### src/rtl/tdc_ctrl_pkg.sv
// tdc_ctrl_pkg: state encoding and default timing constants shared by the
// TDC measurement controller and its timer.
package tdc_ctrl_pkg;
    localparam int SETTLE_CYC_DEF  = 5;
    localparam int TIMEOUT_CYC_DEF = 8192;
    localparam int TW_DEF          = 14;

    typedef enum logic [2:0] {
        IDLE,
        ARM_START,
        SETTLE_START,
        TRIG_START,
        ARM_STOP,
        SETTLE_STOP,
        TRIG_STOP,
        WAIT_DONE
    } state_t;
endpackage

### src/rtl/tdc_ctrl_timer.sv
// tdc_ctrl_timer: up-counter with synchronous clear and terminal-count compare,
// reused for both settle delays and wait-state timeouts.
module tdc_ctrl_timer
    import tdc_ctrl_pkg::*;
#(
    parameter int TW = TW_DEF
) (
    input  logic          clk,
    input  logic          reset,
    input  logic          i_clr,
    input  logic [TW-1:0] i_tc,
    output logic          o_hit
);
    logic [TW-1:0] r_count;

    always_ff @(posedge clk or posedge reset)
        if (reset) r_count <= '0;
        else       r_count <= i_clr ? '0 : r_count + 1'b1;

    assign o_hit = r_count == i_tc;
endmodule

### src/rtl/tdc_meas_ctrl.sv
// tdc_meas_ctrl: sequences one start/stop TDC measurement, strobes the data
// handler after each conversion settles and captures the measured interval.
module tdc_meas_ctrl
    import tdc_ctrl_pkg::*;
#(
    parameter int SETTLE_CYC  = SETTLE_CYC_DEF,
    parameter int TIMEOUT_CYC = TIMEOUT_CYC_DEF,
    parameter int TW          = TW_DEF
) (
    input  logic        clk,
    input  logic        reset,
    input  logic        req,
    input  logic        abort,
    input  logic        tdc_stop,
    input  logic        dh_done,
    input  logic [63:0] dh_timedata,
    output logic        start_en,
    output logic        stop_en,
    output logic        alu_triger,
    output logic        busy,
    output logic [63:0] result,
    output logic        result_valid,
    output logic        timeout_err
);
    state_t        r_state, w_next;
    logic          r_stop_prev, r_start_en, r_stop_en, r_alu_triger, r_busy, r_result_valid, r_timeout_err;
    logic [63:0]   r_result;
    logic          w_rise, w_hit, w_clr, w_capture, w_timeout;
    logic [TW-1:0] w_tc;

    assign w_rise = tdc_stop & ~r_stop_prev;
    assign w_tc   = (r_state == SETTLE_START || r_state == SETTLE_STOP) ? TW'(SETTLE_CYC - 1) : TW'(TIMEOUT_CYC - 1);
    // Timer restarts on every state entry and is held at zero while idle
    assign w_clr  = (w_next != r_state) || (r_state == IDLE);

    tdc_ctrl_timer #(.TW(TW)) u_timer (
        .clk   (clk),
        .reset (reset),
        .i_clr (w_clr),
        .i_tc  (w_tc),
        .o_hit (w_hit)
    );

    always_ff @(posedge clk or posedge reset)
        if (reset) begin
            r_state     <= IDLE;
            r_stop_prev <= 1'b0;
        end else begin
            r_state     <= w_next;
            r_stop_prev <= tdc_stop;
        end

    always_comb begin
        w_next    = r_state;
        w_capture = 1'b0;
        w_timeout = 1'b0;
        if (abort) w_next = IDLE;
        else case (r_state)
            IDLE:         w_next = req ? ARM_START : IDLE;
            ARM_START: begin
                w_next    = w_rise ? SETTLE_START : w_hit ? IDLE : ARM_START;
                w_timeout = !w_rise && w_hit;
            end
            SETTLE_START: w_next = w_hit ? TRIG_START : SETTLE_START;
            TRIG_START:   w_next = ARM_STOP;
            ARM_STOP: begin
                w_next    = w_rise ? SETTLE_STOP : w_hit ? IDLE : ARM_STOP;
                w_timeout = !w_rise && w_hit;
            end
            SETTLE_STOP:  w_next = w_hit ? TRIG_STOP : SETTLE_STOP;
            TRIG_STOP:    w_next = WAIT_DONE;
            WAIT_DONE: begin
                w_next    = (dh_done || w_hit) ? IDLE : WAIT_DONE;
                w_capture = dh_done;
                w_timeout = !dh_done && w_hit;
            end
            default:      w_next = IDLE;
        endcase
    end

    // Outputs are decoded from the next state so they line up with r_state
    always_ff @(posedge clk or posedge reset)
        if (reset) begin
            r_start_en     <= 1'b0;
            r_stop_en      <= 1'b0;
            r_alu_triger   <= 1'b0;
            r_busy         <= 1'b0;
            r_result_valid <= 1'b0;
            r_timeout_err  <= 1'b0;
            r_result       <= 64'd0;
        end else begin
            r_start_en     <= w_next == ARM_START;
            r_stop_en      <= w_next == ARM_STOP;
            r_alu_triger   <= w_next == TRIG_START || w_next == TRIG_STOP;
            r_busy         <= w_next != IDLE;
            r_result_valid <= w_capture;
            r_timeout_err  <= w_timeout;
            if (w_capture) r_result <= dh_timedata;
        end

    assign start_en     = r_start_en;
    assign stop_en      = r_stop_en;
    assign alu_triger   = r_alu_triger;
    assign busy         = r_busy;
    assign result       = r_result;
    assign result_valid = r_result_valid;
    assign timeout_err  = r_timeout_err;
endmodule

### config.mk
export PLATFORM = sky130hd
export DESIGN_NAME = tdc_meas_ctrl
export DESIGN_NICKNAME = d
export VERILOG_FILES = /design/src/rtl/tdc_ctrl_pkg.sv /design/src/rtl/tdc_ctrl_timer.sv /design/src/rtl/tdc_meas_ctrl.sv
export SDC_FILE = /design/constraint.sdc
export NUM_CORES = 1
export LEC_CHECK = 0
export BUFFER_PORTS_ARGS = -buffer_cell sky130_fd_sc_hd__buf_2
export CORE_UTILIZATION = 49
export CTS_BUF_LIST = sky130_fd_sc_hd__clkbuf_8
export DETAILED_ROUTE_END_ITERATION = 7
export PLACE_DENSITY_LB_ADDON = 0.12
export SYNTH_ARGS = -nofsm -noshare
export SYNTH_HDL_FRONTEND = slang
export SYNTH_SLANG_ARGS = --single-unit
### constraint.sdc
create_clock -name clk -period 4.6 [get_ports clk]
set_input_delay 0.92 -clock clk [delete_from_list [all_inputs] [get_ports clk]]
set_output_delay 0.92 -clock clk [all_outputs]
set_load 0.02 [all_outputs]
==> results.txt <==
outcome: finished clean
fin crit period: 2.87 ns
slowest CP cell: mux2i_1
Pwr Total: 1.39 mW
setup_tns: 0 ns
dpl ws: 1.74 ns
Cells after Synth: 295
HP Start: result[3]
GPL Wtd Cong: 0.803
Core Area: 0.00773 mm2
Avg Cell Area, Syn: 13.3 um2
final setup fails: 0
number of remaining DRC errors: 0
sequential fraction of the synthesis area: 0.561
post-synth cell types: 47
post-CTS setup buffer count: 0
Yosys warning count: 0
Post-synth top flop: dfrtp_1
Post-DP HPWL: 5.55 mm
Routed Antenna Nets: 0
Reg clk slew, reported paths: 0.08 ns
critical path class: flip-flop to flip-flop
CTS Hold Buffers Added: 0
Cell Area, Synth: 0.00393 mm2
leak pwr: 2.59 nW
max frequency: 348 MHz
Area Overhead vs Synth: 24.0%
Post-synth EDFFs: 0
crit path launch: r_state[0]
Sink Count: 88
CP Capture Type: flip-flop
Clock Latency Late Sink: 0.35 ns
vias in the first global route: 2,663
cts repair resizes: 0
vias post-DR: 2,739
io pins: 140
antenna violations before repair: 0
worst path cell trace: or2b_2, o21a_1, o22ai_4, mux2i_1, nand2_1, nor3_4
diode count: 0
maximum buffer depth of the clock tree: 2
max-slew violations: 0
Avg Vias per Cell: 5.09
CTS root buffer: clkbuf_8
WP data arrival: 3.15 ns
Synth top area share: 0.561
Synth top cells by count: dfrtp_1 (88), mux2_2 (64), nand2_1 (20)
Worst Skew: 0.0113 ns
slowest stage delay, CP: 0.93 ns
CP startpoint kind: flip-flop
Rows: 32
layout cell share with drive strength beyond 1: 0.553
worst-path maximum fanout: 17
TritonCTS buffer count: 9
RSZ-0062 raised after global routing: false
final worst slack: 1.73 ns
final hold vios: 0
syn nets: 366
Routed WL per cell: 14.4 um
largest net degree at the start of global routing: 66
die area: 0.00838 mm2
slew margin rel.: 0.262
register bit total from synthesis: 88
Synth area leaders: dfrtp_1 (56%), mux2_2 (18%), nor3_2 (2.3%)
DRT Pass-1 Iters: 4
DR iter-0 viols: 99
PortBufs: 139
Least-Margin Pin Slew: 1.08 ns
fin util: 0.630
VDD IR-drop max: 185 uV
initial core utilization: 0.508
first-pass GRT wire length: 12.8 mm
max cap viols: 0
WP data required: 4.88 ns
Die X: 91.5 um
Tcrit/Tclk final: 0.624
biggest area consumer among synthesized cells: dfrtp_1
Power Density: 285 mW/mm2
depth of the CTS H-tree: 3
dominant cell by count in the synthesized netlist: dfrtp_1
GRT Overall Usage: 0.196
async set or reset register ratio after synthesis: 1.00
chip height: 91.5 um
r2r setup slk: 1.73 ns
Crit Reg-Reg Startpoint: r_state[0]
Final nets: 505
Total Wirelength: 7.73 mm
type of the worst min-delay path: flip-flop to flip-flop
CTS tree: built
GRT Residual Overflow: 0
## path summary, 6_finish.rpt
path                            depth (start not counted)                  to
worst min-delay path                                    1           result[3]
max in group asynchronous                               3            start_en
worst max-delay path                                    6  u_timer.r_count[3]
min in group asynchronous                               2          result[12]
worst max register to register                          6  u_timer.r_count[3]
worst min register to register                          1           result[3]
## logic make-up after synthesis
group / count (synthesis) / share of synthesized area
buf+inv: 19 / 0.0287
flops: 88 / 0.561
fa+ha+maj: 1 / 0.00319
xor+xnor: 13 / 0.0290
simple gates: 88 / 0.148
compound gates: 18 / 0.0357
mux: 68 / 0.195
## layout make-up
class / count / area [um2]
clock inverters: 4 / 50.0
flip-flops and latches: 88 / 2200
clock buffers: 9 / 124
inverters: 5 / 20.0
multi-input cells: 188 / 1630
well taps: 102 / 128
fillers: 622 / 2860
repair buffers: 142 / 718
## worst max-delay path, delay by kind of cell (launching register included)
family,cells,cell delay [ns]
muxes,1,0.93
and+or+nand+nor,3,0.78
AOI/OAI and AO/OA,2,0.53
DFF,1,0.56
## cell usage in the layout (no fill, tap or decap), types with 4 or more instances in the layout
cell type  netlist  final
xor2_1           5      5
nor2b_1          4      4
a21oi_1          4      4
nor3_2           9      9
nand4_1          4      4
nand3_1          5      5
nor3_1          10     10
dfrtp_1         88     88
nor2_1           7      7
inv_1            5      5
xnor2_1          8      8
clkbuf_8         0      9
mux2_2          64     64
buf_2            8    139
nand2_1         20     20
## metrics by stage
step                      hold slack, ns  area (um2)  std cells
final                              0.506        4870        538
after global routing               0.514        4870        538
after CTS                          0.508        4870        538
after detailed placement           0.490        4690        525
after global placement             0.484        4690        525
after floorplan                    0.506        3930        295
## state kept, by name (all words and copies together) (netlist names)
| signal | count |
|---|---|
| alu_triger | 1 |
| start_en | 1 |
| stop_en | 1 |
| busy | 1 |
| r_state | 3 |
| r_stop_prev | 1 |
| timeout_err | 1 |
| u_timer.r_count | 14 |
| result | 64 |
| result_valid | 1 |
## layer usage
layer / track usage / vias up / share of wire
li1: - / 1327 / -
met1: 0.253 / 1301 / 0.44
met2: 0.318 / 97 / 0.48
met3: 0.0352 / 14 / 0.056
met4: 0.0952 / 0 / 0.024
met5: 0 / - / 0
## power by group
group / leakage (nW) / switching (mW) / internal, mW / total (mW)
registers: 1.22 / 0.00885 / 0.783 / 0.792
clock network: 0.0884 / 0.258 / 0.241 / 0.499
logic: 1.28 / 0.0552 / 0.0432 / 0.0983
total: 2.59 / 0.322 / 1.07 / 1.39
No activity file was read; power rests on OpenSTA's default activity.
